--- src/rtl/mult_pipe_unit.sv ---
// mult_pipe_unit: four-stage pipelined DATA_W x DATA_W integer multiplier (MULT/MULTU)
//   i_clk, i_rst           : clock, asynchronous active-high reset
//   i_valid, i_signed      : issue strobe, signed/unsigned select
//   i_rs_data, i_rt_data   : operands A and B
//   i_rd                   : destination register tag (0 = discard write)
//   o_p1/p2/p3_mult_rd     : per-stage pending tags (0 when stage empty)
//   o_mult_ready/rd/result : completion pulse, tag and low product word
//   o_hi, o_lo             : HI/LO registers when MULT_HILO_EN is defined, else 0
module mult_pipe_unit #(
   parameter int DATA_W = 32,
   parameter int RD_W   = 5
) (
   input  logic              i_clk,
   input  logic              i_rst,
   input  logic              i_valid,
   input  logic              i_signed,
   input  logic [DATA_W-1:0] i_rs_data,
   input  logic [DATA_W-1:0] i_rt_data,
   input  logic [RD_W-1:0]   i_rd,
   output logic [RD_W-1:0]   o_p1_mult_rd,
   output logic [RD_W-1:0]   o_p2_mult_rd,
   output logic [RD_W-1:0]   o_p3_mult_rd,
   output logic              o_mult_ready,
   output logic [RD_W-1:0]   o_mult_rd,
   output logic [DATA_W-1:0] o_mult_result,
   output logic [DATA_W-1:0] o_hi,
   output logic [DATA_W-1:0] o_lo
);
   localparam int H  = DATA_W / 2;
   localparam int PW = 2 * DATA_W;
   logic              p1_v_q, p2_v_q, p3_v_q;
   logic [RD_W-1:0]   p1_rd_q, p2_rd_q, p3_rd_q;
   logic              p1_neg_q, p2_neg_q, p3_neg_q;
   logic [DATA_W-1:0] p1_a_q, p1_b_q;
   logic [DATA_W-1:0] p2_ll_q, p2_lh_q, p2_hl_q, p2_hh_q;
   logic [PW-1:0]     p3_sum_q;
   logic              ready_q;
   logic [RD_W-1:0]   rd_q;
   logic [DATA_W-1:0] result_q;
   logic [DATA_W-1:0] a_mag_d, b_mag_d;
   logic              neg_d;
   logic [DATA_W-1:0] ll_d, lh_d, hl_d, hh_d;
   logic [DATA_W:0]   mid_d;
   logic [PW-1:0]     sum_d;
   logic [PW-1:0]     prod_d;
   logic              ready_d;
   // P1: sign-magnitude split; -(MIN) wraps to MIN, which is the correct unsigned magnitude
   always_comb begin
      a_mag_d = (i_signed && i_rs_data[DATA_W-1]) ? -i_rs_data : i_rs_data;
      b_mag_d = (i_signed && i_rt_data[DATA_W-1]) ? -i_rt_data : i_rt_data;
      neg_d   = i_signed & (i_rs_data[DATA_W-1] ^ i_rt_data[DATA_W-1]);
   end
   // P2: four half-width partial products, zero-extended to full width
   always_comb begin
      ll_d = {{H{1'b0}}, p1_a_q[H-1:0]}      * {{H{1'b0}}, p1_b_q[H-1:0]};
      lh_d = {{H{1'b0}}, p1_a_q[H-1:0]}      * {{H{1'b0}}, p1_b_q[DATA_W-1:H]};
      hl_d = {{H{1'b0}}, p1_a_q[DATA_W-1:H]} * {{H{1'b0}}, p1_b_q[H-1:0]};
      hh_d = {{H{1'b0}}, p1_a_q[DATA_W-1:H]} * {{H{1'b0}}, p1_b_q[DATA_W-1:H]};
   end
   // P3: recombine; the middle sum is one bit wider so its carry survives the shift
   always_comb begin
      mid_d = {1'b0, p2_lh_q} + {1'b0, p2_hl_q};
      sum_d = {p2_hh_q, {DATA_W{1'b0}}}
            + {{(H-1){1'b0}}, mid_d, {H{1'b0}}}
            + {{DATA_W{1'b0}}, p2_ll_q};
   end
   // OUT: restore sign (two's complement negate mod 2^PW)
   always_comb begin
      prod_d  = p3_neg_q ? -p3_sum_q : p3_sum_q;
      ready_d = p3_v_q && (p3_rd_q != '0);
   end
   always_ff @(posedge i_clk or posedge i_rst) begin
      if (i_rst) begin
         p1_v_q   <= 1'b0;
         p1_rd_q  <= '0;
         p1_neg_q <= 1'b0;
         p1_a_q   <= '0;
         p1_b_q   <= '0;
      end else begin
         p1_v_q <= i_valid;
         if (i_valid) begin
            p1_rd_q  <= i_rd;
            p1_neg_q <= neg_d;
            p1_a_q   <= a_mag_d;
            p1_b_q   <= b_mag_d;
         end
      end
   end
   always_ff @(posedge i_clk or posedge i_rst) begin
      if (i_rst) begin
         p2_v_q   <= 1'b0;
         p2_rd_q  <= '0;
         p2_neg_q <= 1'b0;
         p2_ll_q  <= '0;
         p2_lh_q  <= '0;
         p2_hl_q  <= '0;
         p2_hh_q  <= '0;
      end else begin
         p2_v_q <= p1_v_q;
         if (p1_v_q) begin
            p2_rd_q  <= p1_rd_q;
            p2_neg_q <= p1_neg_q;
            p2_ll_q  <= ll_d;
            p2_lh_q  <= lh_d;
            p2_hl_q  <= hl_d;
            p2_hh_q  <= hh_d;
         end
      end
   end
   always_ff @(posedge i_clk or posedge i_rst) begin
      if (i_rst) begin
         p3_v_q   <= 1'b0;
         p3_rd_q  <= '0;
         p3_neg_q <= 1'b0;
         p3_sum_q <= '0;
      end else begin
         p3_v_q <= p2_v_q;
         if (p2_v_q) begin
            p3_rd_q  <= p2_rd_q;
            p3_neg_q <= p2_neg_q;
            p3_sum_q <= sum_d;
         end
      end
   end
   // Completion outputs hold their last value between pulses
   always_ff @(posedge i_clk or posedge i_rst) begin
      if (i_rst) begin
         ready_q  <= 1'b0;
         rd_q     <= '0;
         result_q <= '0;
      end else begin
         ready_q <= ready_d;
         if (ready_d) begin
            rd_q     <= p3_rd_q;
            result_q <= prod_d[DATA_W-1:0];
         end
      end
   end
   assign o_p1_mult_rd  = p1_v_q ? p1_rd_q : '0;
   assign o_p2_mult_rd  = p2_v_q ? p2_rd_q : '0;
   assign o_p3_mult_rd  = p3_v_q ? p3_rd_q : '0;
   assign o_mult_ready  = ready_q;
   assign o_mult_rd     = rd_q;
   assign o_mult_result = result_q;
`ifdef MULT_HILO_EN
   logic              out_v_q;
   logic [PW-1:0]     out_prod_q;
   logic [DATA_W-1:0] hi_q, lo_q;
   // HI/LO trail the completion pulse by one cycle and also capture rd==0 products
   always_ff @(posedge i_clk or posedge i_rst) begin
      if (i_rst) begin
         out_v_q    <= 1'b0;
         out_prod_q <= '0;
         hi_q       <= '0;
         lo_q       <= '0;
      end else begin
         out_v_q <= p3_v_q;
         if (p3_v_q) out_prod_q <= prod_d;
         if (out_v_q) begin
            hi_q <= out_prod_q[PW-1:DATA_W];
            lo_q <= out_prod_q[DATA_W-1:0];
         end
      end
   end
   assign o_hi = hi_q;
   assign o_lo = lo_q;
`else
   logic unused_hi;
   assign unused_hi = ^prod_d[PW-1:DATA_W];
   assign o_hi = '0;
   assign o_lo = '0;
`endif
endmodule

--- config.mk ---
export PLATFORM = sky130hd
export DESIGN_NAME = mult_pipe_unit
export DESIGN_NICKNAME = d
export VERILOG_FILES = /design/src/rtl/mult_pipe_unit.sv
export SDC_FILE = /design/constraint.sdc
export NUM_CORES = 2
export LEC_CHECK = 0
export CELL_PAD_IN_SITES_DETAIL_PLACEMENT = 1
export CELL_PAD_IN_SITES_GLOBAL_PLACEMENT = 1
export CORE_AREA = 2 2 283 215
export CTS_BUF_LIST = sky130_fd_sc_hd__clkbuf_4
export CTS_CLUSTER_DIAMETER = 150
export CTS_CLUSTER_SIZE = 24
export DETAILED_ROUTE_END_ITERATION = 10
export DIE_AREA = 0 0 285 217
export HOLD_SLACK_MARGIN = 0.12
export PLACE_DENSITY_LB_ADDON = 0.1
export SLEW_MARGIN = 25
export SYNTH_ARGS = -nofsm -noshare
export SYNTH_HDL_FRONTEND = slang
export SYNTH_SLANG_ARGS = --single-unit
--- constraint.sdc ---
create_clock -name i_clk -period 7.9 [get_ports i_clk]
set_input_delay 0.79 -clock i_clk [delete_from_list [all_inputs] [get_ports i_clk]]
set_output_delay 0.79 -clock i_clk [all_outputs]
set_load 0.1 [all_outputs]
==> impl_table.tex <==
\begin{tabular}{lr}
\hline
Metric & Value \\
\hline
\multicolumn{2}{l}{\textbf{Outcome}} \\
Status & completed \\
\multicolumn{2}{l}{\textbf{Worst setup path}} \\
Register-to-register path setup slack & 0.69 ns \\
Max stage delay cell, worst path & sky130\_fd\_sc\_hd\_\_dfrtp\_1 \\
Logic depth of the worst setup path including buffers & 19 \\
Cell repeated most along the worst path & sky130\_fd\_sc\_hd\_\_fa\_1 \\
Top Family by Delay on Critical Path & adder cells \\
Kind of critical path & reg2reg \\
Critical path startpoint & p1\_b\_q[2] \\
Reg2Reg Launch Point & p1\_b\_q[2] \\
Destination of the critical timing path & p2\_ll\_q[27] \\
Crit path DAT & 7.83 ns \\
Critical register-to-register path endpoint & p2\_ll\_q[27] \\
Critical Path End Type & flip-flop \\
Startpoint type of the worst setup path & flip-flop \\
Required arrival time at the worst endpoint & about 8.5 ns \\
Sum of buffers and inverters on the critical path & 3 \\
Cell count of the worst reg-to-reg path & 19 \\
CP cell instances & nand2\_1, fa\_1, fa\_1, fa\_1, fa\_1, inv\_1, fa\_1, inv\_1, fa\_1, inv\_1, ha\_1, a21oi\_1, o21ai\_0, a211oi\_1, o2111ai\_1, and2\_1, a311oi\_1, nor4b\_1, or3\_1 \\
Worst Path Max Fanout & 22 \\
Max stage delay on crit path & between 1 and 1.5 ns \\
\multicolumn{2}{l}{\textbf{Clock tree}} \\
Maximum level of the CTS H-tree & 1 \\
CTS sink count & between 200 and 250 \\
Clock tree from TritonCTS & yes \\
Inserted Clock Buffers & 13 \\
Clock root cell & sky130\_fd\_sc\_hd\_\_clkbuf\_4 \\
Worst-skew pair later-pin latency & about 0.8 ns \\
Clk slew on worst S/H paths & 0.33 ns \\
Clock Tree Buf Depth & 3 \\
Number of setup buffers added after CTS & 0 \\
Post-cts resize count & 0 \\
Number of buffers inserted for hold repair after clock tree synthesis & 0 \\
\multicolumn{2}{l}{\textbf{Yosys}} \\
Synthesized instance count & 3,125 \\
Flop and latch count out of synthesis & 219 \\
Synth Area in XOR/XNOR & 6.674\% \\
Syn Std Cell Area & 28,080 um2 \\
Average cell area after synthesis & 8.986 um2 \\
Simple-gate portion of the synthesized area & between 10\% and 20\% \\
Count of yosys warnings during synthesis & 0 \\
Async SR Flop Fraction & 100.0\% \\
Cell type contributing the most total cell area after synthesis & sky130\_fd\_sc\_hd\_\_fa\_1 \\
Synth cell types & 75 \\
Combinational family with the most area after synthesis & adder cells \\
Share of synthesized area spent on multiplexers & under 10\% \\
Most area-consuming cells after synthesis & sky130\_fd\_sc\_hd\_\_fa\_1 (25\%), sky130\_fd\_sc\_hd\_\_dfrtp\_1 (20\%), sky130\_fd\_sc\_hd\_\_ha\_1 (10\%), sky130\_fd\_sc\_hd\_\_inv\_1 (7.0\%), sky130\_fd\_sc\_hd\_\_nand2\_1 (5.5\%) \\
Seq/Total Area, Yosys & between 10\% and 20\% \\
Fraction of the mapped netlist area in adder cells & 35.85\% \\
Count of flip-flops with a built-in enable after synthesis & 0 \\
Compound-Gate Fraction of Synth Area & 8.020\% \\
Area share of the largest cell type after synthesis & 25.38\% \\
Main flop type after synthesis & sky130\_fd\_sc\_hd\_\_dfrtp\_1 \\
\multicolumn{2}{l}{\textbf{Die}} \\
Height of the die & 217 um \\
Placeable core region & 59,530 um2 \\
Die ar. & 61,850 um2 \\
I/O pin count & 190 \\
Width of the die & between 200 and 300 um \\
Initial Util & 47.17\% \\
Row count & 78 \\
\multicolumn{2}{l}{\textbf{Timing}} \\
Final number of setup-violating endpoints & 0 \\
Fmax & $\sim$140 MHz \\
Unrepaired setup endpoints after global routing & false \\
Worst-case clock skew & 0.1724 ns \\
Final min period & 7.208 ns \\
Fin. Hold Viols & 0 \\
Worst slew margin relative to its limit & 33.12\% \\
Total count of max-transition violations in the final report & 0 \\
Worst Tran Pin Value & 1.000 ns \\
Final worst-path setup slack & 0.6920 ns \\
Crit share post-route & 91.24\% \\
Post-Route Setup TNS & 0 ns \\
\multicolumn{2}{l}{\textbf{Flow run}} \\
Max Cap Violations & 0 \\
\multicolumn{2}{l}{\textbf{Detailed routing}} \\
Routed len/inst & 19.50 um \\
Via density per instance & 5.330 \\
Routed via count & 21,108 \\
Number of design rule violations left after detail routing & 0 \\
Residual antenna-violating net count after detailed routing & 0 \\
Total detailed-routing wirelength & 77,210 um \\
First-pass iteration count of the detailed router & 4 \\
Initial DRC Count & 1,183 \\
\multicolumn{2}{l}{\textbf{GRT}} \\
First-pass GRT wire length & 127,800 um \\
Number of global-route vias before repair & 23,674 \\
Initial antenna violation count & 3 \\
Largest net degree at the start of global routing & 107 \\
Sum of overflow across all layers after global routing & 0 \\
Global Route Usage Sum & 25.98\% \\
\multicolumn{2}{l}{\textbf{Min path}} \\
Worst min path class & in2reg \\
Worst hold stages & 1 \\
Hold Crit Start & i\_valid \\
\multicolumn{2}{l}{\textbf{Final layout}} \\
Final-stage net count & 3,820 \\
Share of post-route cells with drive strength above 1 & 5.541\% \\
Signed area change from the synthesized netlist to the final layout & 6.715\% \\
\multicolumn{2}{l}{\textbf{Placement}} \\
Count of input and output buffers & between 100 and 150 \\
Pre-CTS setup slack & between 0.7 and 0.8 ns \\
Final HPWL from detailed placement & approximately 63,000 um \\
Last weighted congestion value of the routability-driven placer & just under 0.9 \\
\hline
\end{tabular}
cell families (layout without fill, tap and decap cells):
logic type      Yosys count  count (layout)
flops                   219             219
simple gates            916             916
other cells               1              66
mux                      87              87
buf+inv                 733             703
fa+ha+maj               591             591
xor+xnor                214             214
compound gates          364             364
through the flow:
step / instance area [um2] / instances / hold slack (ns) / utilization, %
after floorplan: 28320 / 3188 / 0.3519 / -
after global placement: 29820 / 3941 / 0.4604 / 50.09
after detailed placement: 29820 / 3941 / 0.4672 / 50.09
after CTS: 29960 / 3958 / 0.3882 / 50.32
after global routing: 29970 / 3959 / 0.4020 / 50.33
final: 29970 / 3960 / 0.4339 / 50.34
state kept, by name, summed over array words and instances (netlist names), 5 cells and up:
| name | flops |
|---|---|
| p3_rd_q | 5 |
| p1_rd_q | 5 |
| p3_sum_q | 32 |
| o_mult_rd | 5 |
| p2_lh_q | 16 |
| o_mult_result | 32 |
| p2_ll_q | 32 |
| p2_hl_q | 16 |
| p2_rd_q | 5 |
| p1_a_q | 32 |
| p1_b_q | 32 |
layout make-up:
| class | instances | area (um2) |
|---|---|---|
| well taps | 800 | 1001 |
| fillers | 6966 | 29560 |
| repair buffers | 162 | 1526 |
| multi-input cells | 2236 | 19840 |
| clock buffers | 15 | 112.6 |
| flip-flops and latches | 219 | 5488 |
| inverters | 524 | 1974 |
| clock inverters | 2 | 23.77 |
| diodes | 2 | 5.005 |
per-layer routing:
metal	GRT usage (%)	up-vias	wire length, um
met5	0	-	8
met4	5.148	2	1500
met3	3.071	76	3296
met2	43.69	372	36470
met1	36.40	10981	35940
li1	-	9677	-
synth_stat cells (all sizes together) (3+ instances only):
cell type    n
fa         356
nand3b       4
a311oi       3
and2       238
nor3        38
ha         235
nor4b        3
a21oi      133
nor2b        6
a311o        3
o41ai       11
a21o        28
buf         68
inv        524
o211ai       7
dfrtp      219
nand3       21
o2111ai      3
nand2      408
o22ai        5
nor2       135
nand2b       9
a31oi       10
o21a        10
mux2        86
o21ai       84
or2          6
nand4        4
a31o         5
clkbuf     141
or3         11
xnor2      144
xor2        70
a211oi       9
and3         5
o21bai      13
or4          6
o31ai       26
nor4        10
layout by cell type (no fill, tap or decap), drive strengths merged, types with 7 or more instances in the layout:
master         netlist  layout
nand2b               9       9
inv                524     525
nand3               21      21
o31ai               26      26
o211ai               7       7
nor2               135     135
a211oi               9       9
conb                 1      64
nand2              408     408
a31oi               10      10
fa                 356     356
clkdlybuf4s50        0     124
xnor2              144     144
dfrtp              219     219
buf                 68      38
o21a                10      10
clkbuf             141      15
mux2                86      86
a21oi              133     133
xor2                70      70
o21bai              13      13
nor4                10      10
nor3                38      38
o41ai               11      11
ha                 235     235
o21ai               84      84
a21o                28      28
and2               238     238
or3                 11      11
worst min-delay path by stage:
stage	end	slack, ns
2_1_floorplan	p2_v_q	0.35
3_3_place_gp	o_mult_result[11]	0.46
3_5_place_dp	o_mult_rd[4]	0.47
4_1_cts	p1_v_q	0.39
5_1_grt	p1_v_q	0.40
6_report	p1_v_q	0.43
Power is not shown: default switching activity piles up to over one toggle a cycle in this logic, so the estimate is an artifact.
